<file path="config.mk">
export PLATFORM = sky130hd
export DESIGN_NAME = instruction_fetch
export DESIGN_NICKNAME = d
export VERILOG_FILES = /design/src/rtl/simple_arch_pkg.sv /design/src/rtl/fetch_buffer.sv /design/src/rtl/instruction_fetch.sv
export SDC_FILE = /design/constraint.sdc
export NUM_CORES = 1
export LEC_CHECK = 0
export CELL_PAD_IN_SITES_DETAIL_PLACEMENT = 1
export CELL_PAD_IN_SITES_GLOBAL_PLACEMENT = 2
export CORE_UTILIZATION = 28
export DETAILED_ROUTE_END_ITERATION = 8
export PLACE_DENSITY_LB_ADDON = 0.1
export SYNTH_ARGS = -nofsm -noshare
export SYNTH_HDL_FRONTEND = slang
export SYNTH_SLANG_ARGS = --single-unit
export TNS_END_PERCENT = 10
</file>
<file path="constraint.sdc">
create_clock -name clk -period 2.3 [get_ports clk]
set_clock_uncertainty 0.1 [all_clocks]
set_input_delay 0.575 -clock clk [delete_from_list [all_inputs] [get_ports clk]]
set_output_delay 0.575 -clock clk [all_outputs]
set_load 0.01 [all_outputs]
</file>
<file path="src/rtl/simple_arch_pkg.sv">
// Purpose: shared word width, fetch FSM states, buffer entry type and buffer depth.
// Latency: n/a (types and constants only).
// Backpressure: n/a.
// Config macro: FETCH_BUF2_EN -- when defined the fetch buffer holds two entries, else one.
package simple_arch_pkg;

  localparam int WORD_W = 16;
  localparam logic [WORD_W-1:0] RESET_PC_DEFAULT = 16'h0000;

`ifdef FETCH_BUF2_EN
  // Two entries let fetch run one word ahead of a stalled decoder.
  localparam int FETCH_DEPTH = 2;
`else
  localparam int FETCH_DEPTH = 1;
`endif

  typedef enum logic [1:0] {
    IDLE   = 2'd0,
    FETCH  = 2'd1,
    HALTED = 2'd2
  } fetch_state_t;

  typedef struct packed {
    logic [WORD_W-1:0] data;
    logic [WORD_W-1:0] pc;
  } fetch_entry_t;

endpackage

</file>
<file path="src/rtl/fetch_buffer.sv">
// Purpose: DEPTH-entry FIFO of {instruction word, pc} between fetch and decode.
// Latency: one cycle from push to visible at head; head is a registered array read.
// Backpressure: caller must not push when full unless popping in the same cycle.
// Ports: clk, rst_n; push/push_entry write; pop advances head; flush empties;
//        head is the oldest entry; count is the number of valid entries.
module fetch_buffer
  import simple_arch_pkg::*;
#(
  parameter int DEPTH = 1,
  localparam int CNT_W = $clog2(DEPTH + 1)
) (
  input  logic             clk,
  input  logic             rst_n,
  input  logic             push,
  input  fetch_entry_t     push_entry,
  input  logic             pop,
  input  logic             flush,
  output fetch_entry_t     head,
  output logic [CNT_W-1:0] count
);

  localparam int PTR_W = (DEPTH > 1) ? $clog2(DEPTH) : 1;
  localparam logic [PTR_W-1:0] LAST = PTR_W'(DEPTH - 1);

  fetch_entry_t     mem [DEPTH];
  logic [PTR_W-1:0] rd_ptr;
  logic [PTR_W-1:0] wr_ptr;

  function automatic logic [PTR_W-1:0] ptr_next(input logic [PTR_W-1:0] p);
    return (p == LAST) ? '0 : p + 1'b1;
  endfunction

  always_ff @(posedge clk or negedge rst_n) begin
    if (!rst_n) begin
      rd_ptr <= '0;
      wr_ptr <= '0;
      count  <= '0;
      for (int i = 0; i < DEPTH; i++) mem[i] <= '0;
    end else if (flush) begin
      rd_ptr <= '0;
      wr_ptr <= '0;
      count  <= '0;
    end else begin
      // When full, wr_ptr == rd_ptr, so push+pop overwrites the slot being retired.
      if (push) begin
        mem[wr_ptr] <= push_entry;
        wr_ptr      <= ptr_next(wr_ptr);
      end
      if (pop) rd_ptr <= ptr_next(rd_ptr);
      case ({push, pop})
        2'b10:   count <= count + 1'b1;
        2'b01:   count <= count - 1'b1;
        default: count <= count;
      endcase
    end
  end

  assign head = mem[rd_ptr];

endmodule

</file>
<file path="src/rtl/instruction_fetch.sv">
// Purpose: PC sequencer with redirect/halt, feeding a small instruction buffer to decode.
// Latency: word at mem_addr appears on ir_data one cycle later (buffer empty case).
// Backpressure: ir_ready=0 fills the buffer, then the PC holds until a pop frees a slot.
// Ports: clk, rst_n; mem_addr/mem_data to memory; redirect_valid/redirect_pc, halt control;
//        ir_valid/ir_ready/ir_data/ir_pc to decode.
// Config macro: FETCH_BUF2_EN selects a two-entry buffer (default one entry).
module instruction_fetch
  import simple_arch_pkg::*;
#(
  parameter logic [WORD_W-1:0] RESET_PC = RESET_PC_DEFAULT,
  parameter logic [WORD_W-1:0] PC_STEP  = 16'd1
) (
  input  logic              clk,
  input  logic              rst_n,
  output logic [WORD_W-1:0] mem_addr,
  input  logic [WORD_W-1:0] mem_data,
  input  logic              redirect_valid,
  input  logic [WORD_W-1:0] redirect_pc,
  input  logic              halt,
  output logic              ir_valid,
  input  logic              ir_ready,
  output logic [WORD_W-1:0] ir_data,
  output logic [WORD_W-1:0] ir_pc
);

  localparam int DEPTH = FETCH_DEPTH;
  localparam int CNT_W = $clog2(DEPTH + 1);

  fetch_state_t      state;
  fetch_state_t      state_n;
  logic [WORD_W-1:0] pc;
  logic [CNT_W-1:0]  count;
  fetch_entry_t      head;
  fetch_entry_t      push_entry;
  logic              full;
  logic              pop;
  logic              push;

  assign ir_valid = (count != '0);
  assign full     = (count == CNT_W'(DEPTH));

  // A redirect discards the head, so it must not also count as consumed.
  assign pop  = ir_valid & ir_ready & ~redirect_valid;
  // Halt blocks the push in the cycle it is raised, so the PC freezes immediately.
  assign push = (state == FETCH) & ~halt & ~redirect_valid & (~full | pop);

  assign push_entry.data = mem_data;
  assign push_entry.pc   = pc;

  always_comb begin
    state_n = state;
    if (redirect_valid) begin
      state_n = halt ? HALTED : FETCH;
    end else if (halt) begin
      state_n = HALTED;
    end else if (state == IDLE) begin
      state_n = FETCH;
    end
  end

  always_ff @(posedge clk or negedge rst_n) begin
    if (!rst_n) begin
      state <= IDLE;
      pc    <= RESET_PC;
    end else begin
      state <= state_n;
      if (redirect_valid) pc <= redirect_pc;
      else if (push)      pc <= pc + PC_STEP;
    end
  end

  fetch_buffer #(
    .DEPTH(DEPTH)
  ) u_buf (
    .clk       (clk),
    .rst_n     (rst_n),
    .push      (push),
    .push_entry(push_entry),
    .pop       (pop),
    .flush     (redirect_valid),
    .head      (head),
    .count     (count)
  );

  assign mem_addr = pc;
  assign ir_data  = head.data;
  assign ir_pc    = head.pc;

endmodule

</file>
# After elaboration in Yosys (flattened, before gate mapping)
# Cells that the tools add are included.
# op_classes
add_sub_neg	5
n_lt_le_gt_ge	3
eq_ne	3
mux	17
n_bitwise	9
reduce_logical	7
# op_table
operator	count
32-bit two-way mux	2
32-bit bitwise mux	1
16-bit two-way mux	2
16-bit by 1-bit adder with 16-bit output, second input constant	1
2-bit two-way mux	4
1-bit two-way mux	7
3-bit nonzero test	2
1-bit bitwise AND	5
2-bit by 1-bit equality test with 1-bit output, second input constant	2
2-bit nonzero test	2
1-bit adder, second input constant	3
1-bit inverter	3
2-bit equality test, second input constant	1
2-bit logical NOT	1
1-bit less-than comparator, second input constant	2
1-bit case mux with 2 select lines	1
2-bit AND reduction	1
1-bit greater-or-equal comparator, second input constant	1
1-bit logical AND	1
1-bit OR	1
1-bit subtractor, second input constant	1
# word_totals
regBits	53
inputBits	37
out_inout_bits	49
word_cells	51

# Longest topological paths before layout
# Gate-level depths: netlist (run 1).
# logic_depth
depth_word	7
mapped_depth	6
mapped_depth_nobuf	5

# Modules after synthesis
# A second synthesis (run 1) with hierarchy kept.
# unflattened
cells_unflattened	179
hier_area_um2	2444.8
# modules_own_cells
mod	instances	cells_each	area_each_um2	seq_area_each_um2
fetch_buffer	1	72	1413.9	825.8
instruction_fetch	1	107	1031.0	450.4

# Worst setup path before layout (run 1)
# Ideal clock, no wire load.
# synth_path
path_type	in2reg
startpoint	input port halt
endpoint	register u_buf.mem[19] in the netlist's numbering
setup_time_ns	0.125
arrival_ns	1.896
required_ns	2.075
setup_slack_ns	0.179
stages	5
n_path_buf	2
cell_sequence	or3b_1 buf_6 nor3_4 buf_4 mux2_2
# synth_via
elab_chain_len	5
# synth_lines
item	line_no	source
from (decl)	instruction_fetch.sv:19	input logic halt,
1-bit inverter	instruction_fetch.sv:45	assign push = (state == FETCH) & ~halt & ~redirect_valid & (~full | pop);
1-bit bitwise AND (3 in series)	instruction_fetch.sv:45	
2-bit AND reduction (no source line)	-	
to (signal, indexed assignment)	fetch_buffer.sv:46	mem[wr_ptr] <= push_entry;
to (decl)	fetch_buffer.sv:25	fetch_entry_t mem [DEPTH];
# No other way between the ends.
# A chain may end at the register's enable or synchronous reset.

# Final worst setup path (run 1)
# layout_path
startpoint	input port halt
endpoint	register pc[5], in the netlist mem_addr[5]
# layout_via
elab_chain_len	5
# layout_lines
item	line_no	source
1-bit inverter	instruction_fetch.sv:45	
1-bit bitwise AND (3 in series)	instruction_fetch.sv:45	
2-bit nonzero test (no source line)	-	
to (signal assigned)	instruction_fetch.sv:67	if (redirect_valid) pc <= redirect_pc;
to (signal assigned)	instruction_fetch.sv:68	else if (push) pc <= pc + PC_STEP;
to (decl)	instruction_fetch.sv:31	logic [WORD_W-1:0] pc;
# No other way between the ends.

==> flow_metrics.tcl, run 1 <==
set metrics [dict create \
    r2r_setup_slack_ns 0.39 \
    hold_viol_final 0 \
    grt_max_degree 52 \
    gp_congestion 0.706 \
    crit_arrival_ns 2.33 \
    ir_worst_vdd_mv 0.329 \
    outcome "finished clean" \
    path_clk_slew_ns 0.10 \
    preCtsSetupSlack_ns -0.308 \
    drv_slew 0 \
    cts_tree "yes" \
    start_kind "input pin" \
    drive_gt1_share_pct 23.1 \
    synth_top_cell_by_area "dfrtp_1" \
    layout.nets 327 \
    post-route-period-util_pct 95.0 \
    postSynthAreaPerCell_um2 12.2 \
    slowest_delay_ns 0.46 \
    cts_buffer_depth 2 \
    antenna_found_initial 0 \
    grt_pass1_vias 1872 \
    ant_nets 0 \
    synth_area_leaders "dfrtp_1 55%, mux2_2 16%, nand3_1 2.4%" \
    initial_core_util_pct 29.6 \
    io_buffer_count 85 \
    max_slew.worst_pin.slew_ns 0.427 \
    fillers 867 \
    post_drt_wl_per_cell_um 14.9 \
    drc 0 \
    syn2layout_area_growth_pct 49.9 \
    cap_violations 0 \
    dp.cells 382 \
    multi_input_area_um2 983 \
    fmax_mhz 458 \
    cpMaxStageDelayCell "clkdlybuf4s50_1" \
    synth_cell_types 39 \
    fin_ws_ns 0.115 \
    setup_viol 0 \
    min_period_ns 2.18 \
    dp_hpwl_um 4190 \
    syn-instance-count 192 \
    ctsHoldBuffers 0 \
    r2r-start "mem_addr[3]" \
    syn_nets 230 \
    ff2ff_path_depth 4 \
    coreArea_um2 7890 \
    synth_enable_flop_cells 0 \
    yosysWarnings 0 \
    cp_cell_sequence "clkdlybuf4s50_1 > nor3b_2 > buf_4 > nand4_1 > buf_4 > or4_1 > nand3_1" \
    num_vias 1871 \
    cp.required_ns 2.44 \
    ios 86 \
    die_x_um 93.4 \
    drtPass1Iterations 4 \
    reg2reg_to "mem_addr[10]" \
    grt_util_all_layers_pct 14.0 \
    holdWs_ns 0.152 \
    slew_headroom_pct 71.4 \
    clockRootBuffer "clkbuf_8" \
    path_max_fanout 4 \
    syn_area_um2 2340 \
    seqCellArea_um2 1280 \
    ys.flop_type "dfrtp_1" \
    cts.sinks 51 \
    die_area_um2 8720 \
    cts_buffers 5 \
    path_class "input pin to register" \
    diodes 0 \
    overflow 0 \
    cpMostUsedCell "buf_4" \
    clk_latency_ns 0.31 \
    synth_commonest_cells "51 x dfrtp_1, 33 x mux2_2, 14 x nand2_1, 11 x nand3_1, 8 x nor2_1" \
    end_kind "register" \
    stdcell_count 392 \
    grt_pass1_wl_um 9490 \
    drt-total-wl_um 5840 \
    power.density_nw_per_um2 767 \
    synthArstFlopShare_pct 100 \
    viasPerCell 4.77 \
    netlist.area_leader.share_pct 54.6 \
    drt_iter0_markers 50 \
    ys_ff_latch 51 \
    p_leak_nw 1.41 \
    h-tree-depth 2 \
    die_y_um 93.4 \
    ys_seq_area_share_pct 54.6 \
    hold_class "input pin to async pin" \
    rows 32 \
    rsz0062_at_grt "false" \
    cp-startpoint "halt" \
    yosysMostFrequentCell "dfrtp_1" \
]
-- worst max-delay path by stage --
stage | to
floorplan | u_buf.mem[19]
global placement | mem_addr[4]
detailed placement | mem_addr[5]
CTS | mem_addr[5]
global route | mem_addr[10]
finish | mem_addr[5]
-- worst max-delay path: cells and delay by family --
kind / cells / cell delay (ns)
buf+inv: 3 / 0.81
simple gates: 4 / 0.94
-- layout make-up --
type	count	area share [%]
flip-flops and latches	51	36.4
repair buffers	102	28.5
multi-input cells	125	28.1
well taps	102	3.64
clock buffers	7	2.75
inverters	4	0.428
clock inverters	1	0.214
-- through the flow --
step | utilization [%] | TNS (ns) | power [mW] | cell area (um^2)
after detailed placement | 42.7 | -11.07 | 2.15 | 3370
final | 44.4 | 0 | 2.69 | 3500
after CTS | 44.0 | 0 | 2.73 | 3470
after global placement | 42.7 | -11.03 | 2.13 | 3370
after global routing | 44.4 | 0 | 2.85 | 3500
after floorplan | - | 0 | 1.59 | 2340
-- power by group --
group,total [mW],internal [mW],switching (mW)
sequential,1.24,1.10,0.135
clock,0.577,0.274,0.303
combinational,0.875,0.572,0.303
total,2.69,1.95,0.741
-- state kept, by name, summed over array words and instances, names as in the netlist --
name / cells
state: 2
u_buf.count: 1
u_buf.mem: 32
mem_addr: 16
-- metal layers --
| layer | share of wire (%) | global-route usage [%] |
|---|---|---|
| met1 | 47 | 19.1 |
| met2 | 47 | 22.5 |
| met3 | 5.0 | 3.09 |
| met4 | 0.98 | 3.46 |
| met5 | 0 | 0 |
-- cells by family after synthesis --
group	count (synthesis)	synth area share, %
buf+inv	16	4.12
fa+ha+maj	1	0.535
mux	37	17.6
simple gates	58	14.1
xor+xnor	5	1.87
compound gates	24	7.12
flops	51	54.6
-- repair_timing --
item	4_1_cts	5_1_grt
setup buffers	0	2
endpoints found under the setup margin	0	11
gates resized for setup	0	4
-- placed cells by master (no fill, tap or decap), types with 2 or more instances in the layout --
master           instances
clkdlybuf4s50_1         84
dfrtp_1                 51
a31oi_1                  2
nand2_1                 14
nand4_1                  6
mux2i_1                  4
o21ai_0                  6
buf_12                   2
buf_4                   15
o211ai_1                 3
a211o_1                  2
inv_1                    4
nor2b_1                  2
and3_1                   3
o31ai_1                  2
a21oi_1                  3
clkbuf_8                 7
xnor2_1                  2
or4_1                    4
xor2_1                   3
mux2_2                  33
nor2_1                   8
nand3_1                 11
Power figures use the tool's default switching activity.
==> run 2: changes to the inputs <==
SLEW_MARGIN = 0   (was default)
==> results of run 2 <==
No change in the layout: final DEF, timing and power equal those of run 1.
==> run 3: changes to the inputs <==
CAP_MARGIN = 20   (was default)
SKIP_CTS_REPAIR_TIMING = 1   (was default)
==> results of run 3 <==
No change in the layout: final DEF, timing and power equal those of run 1.
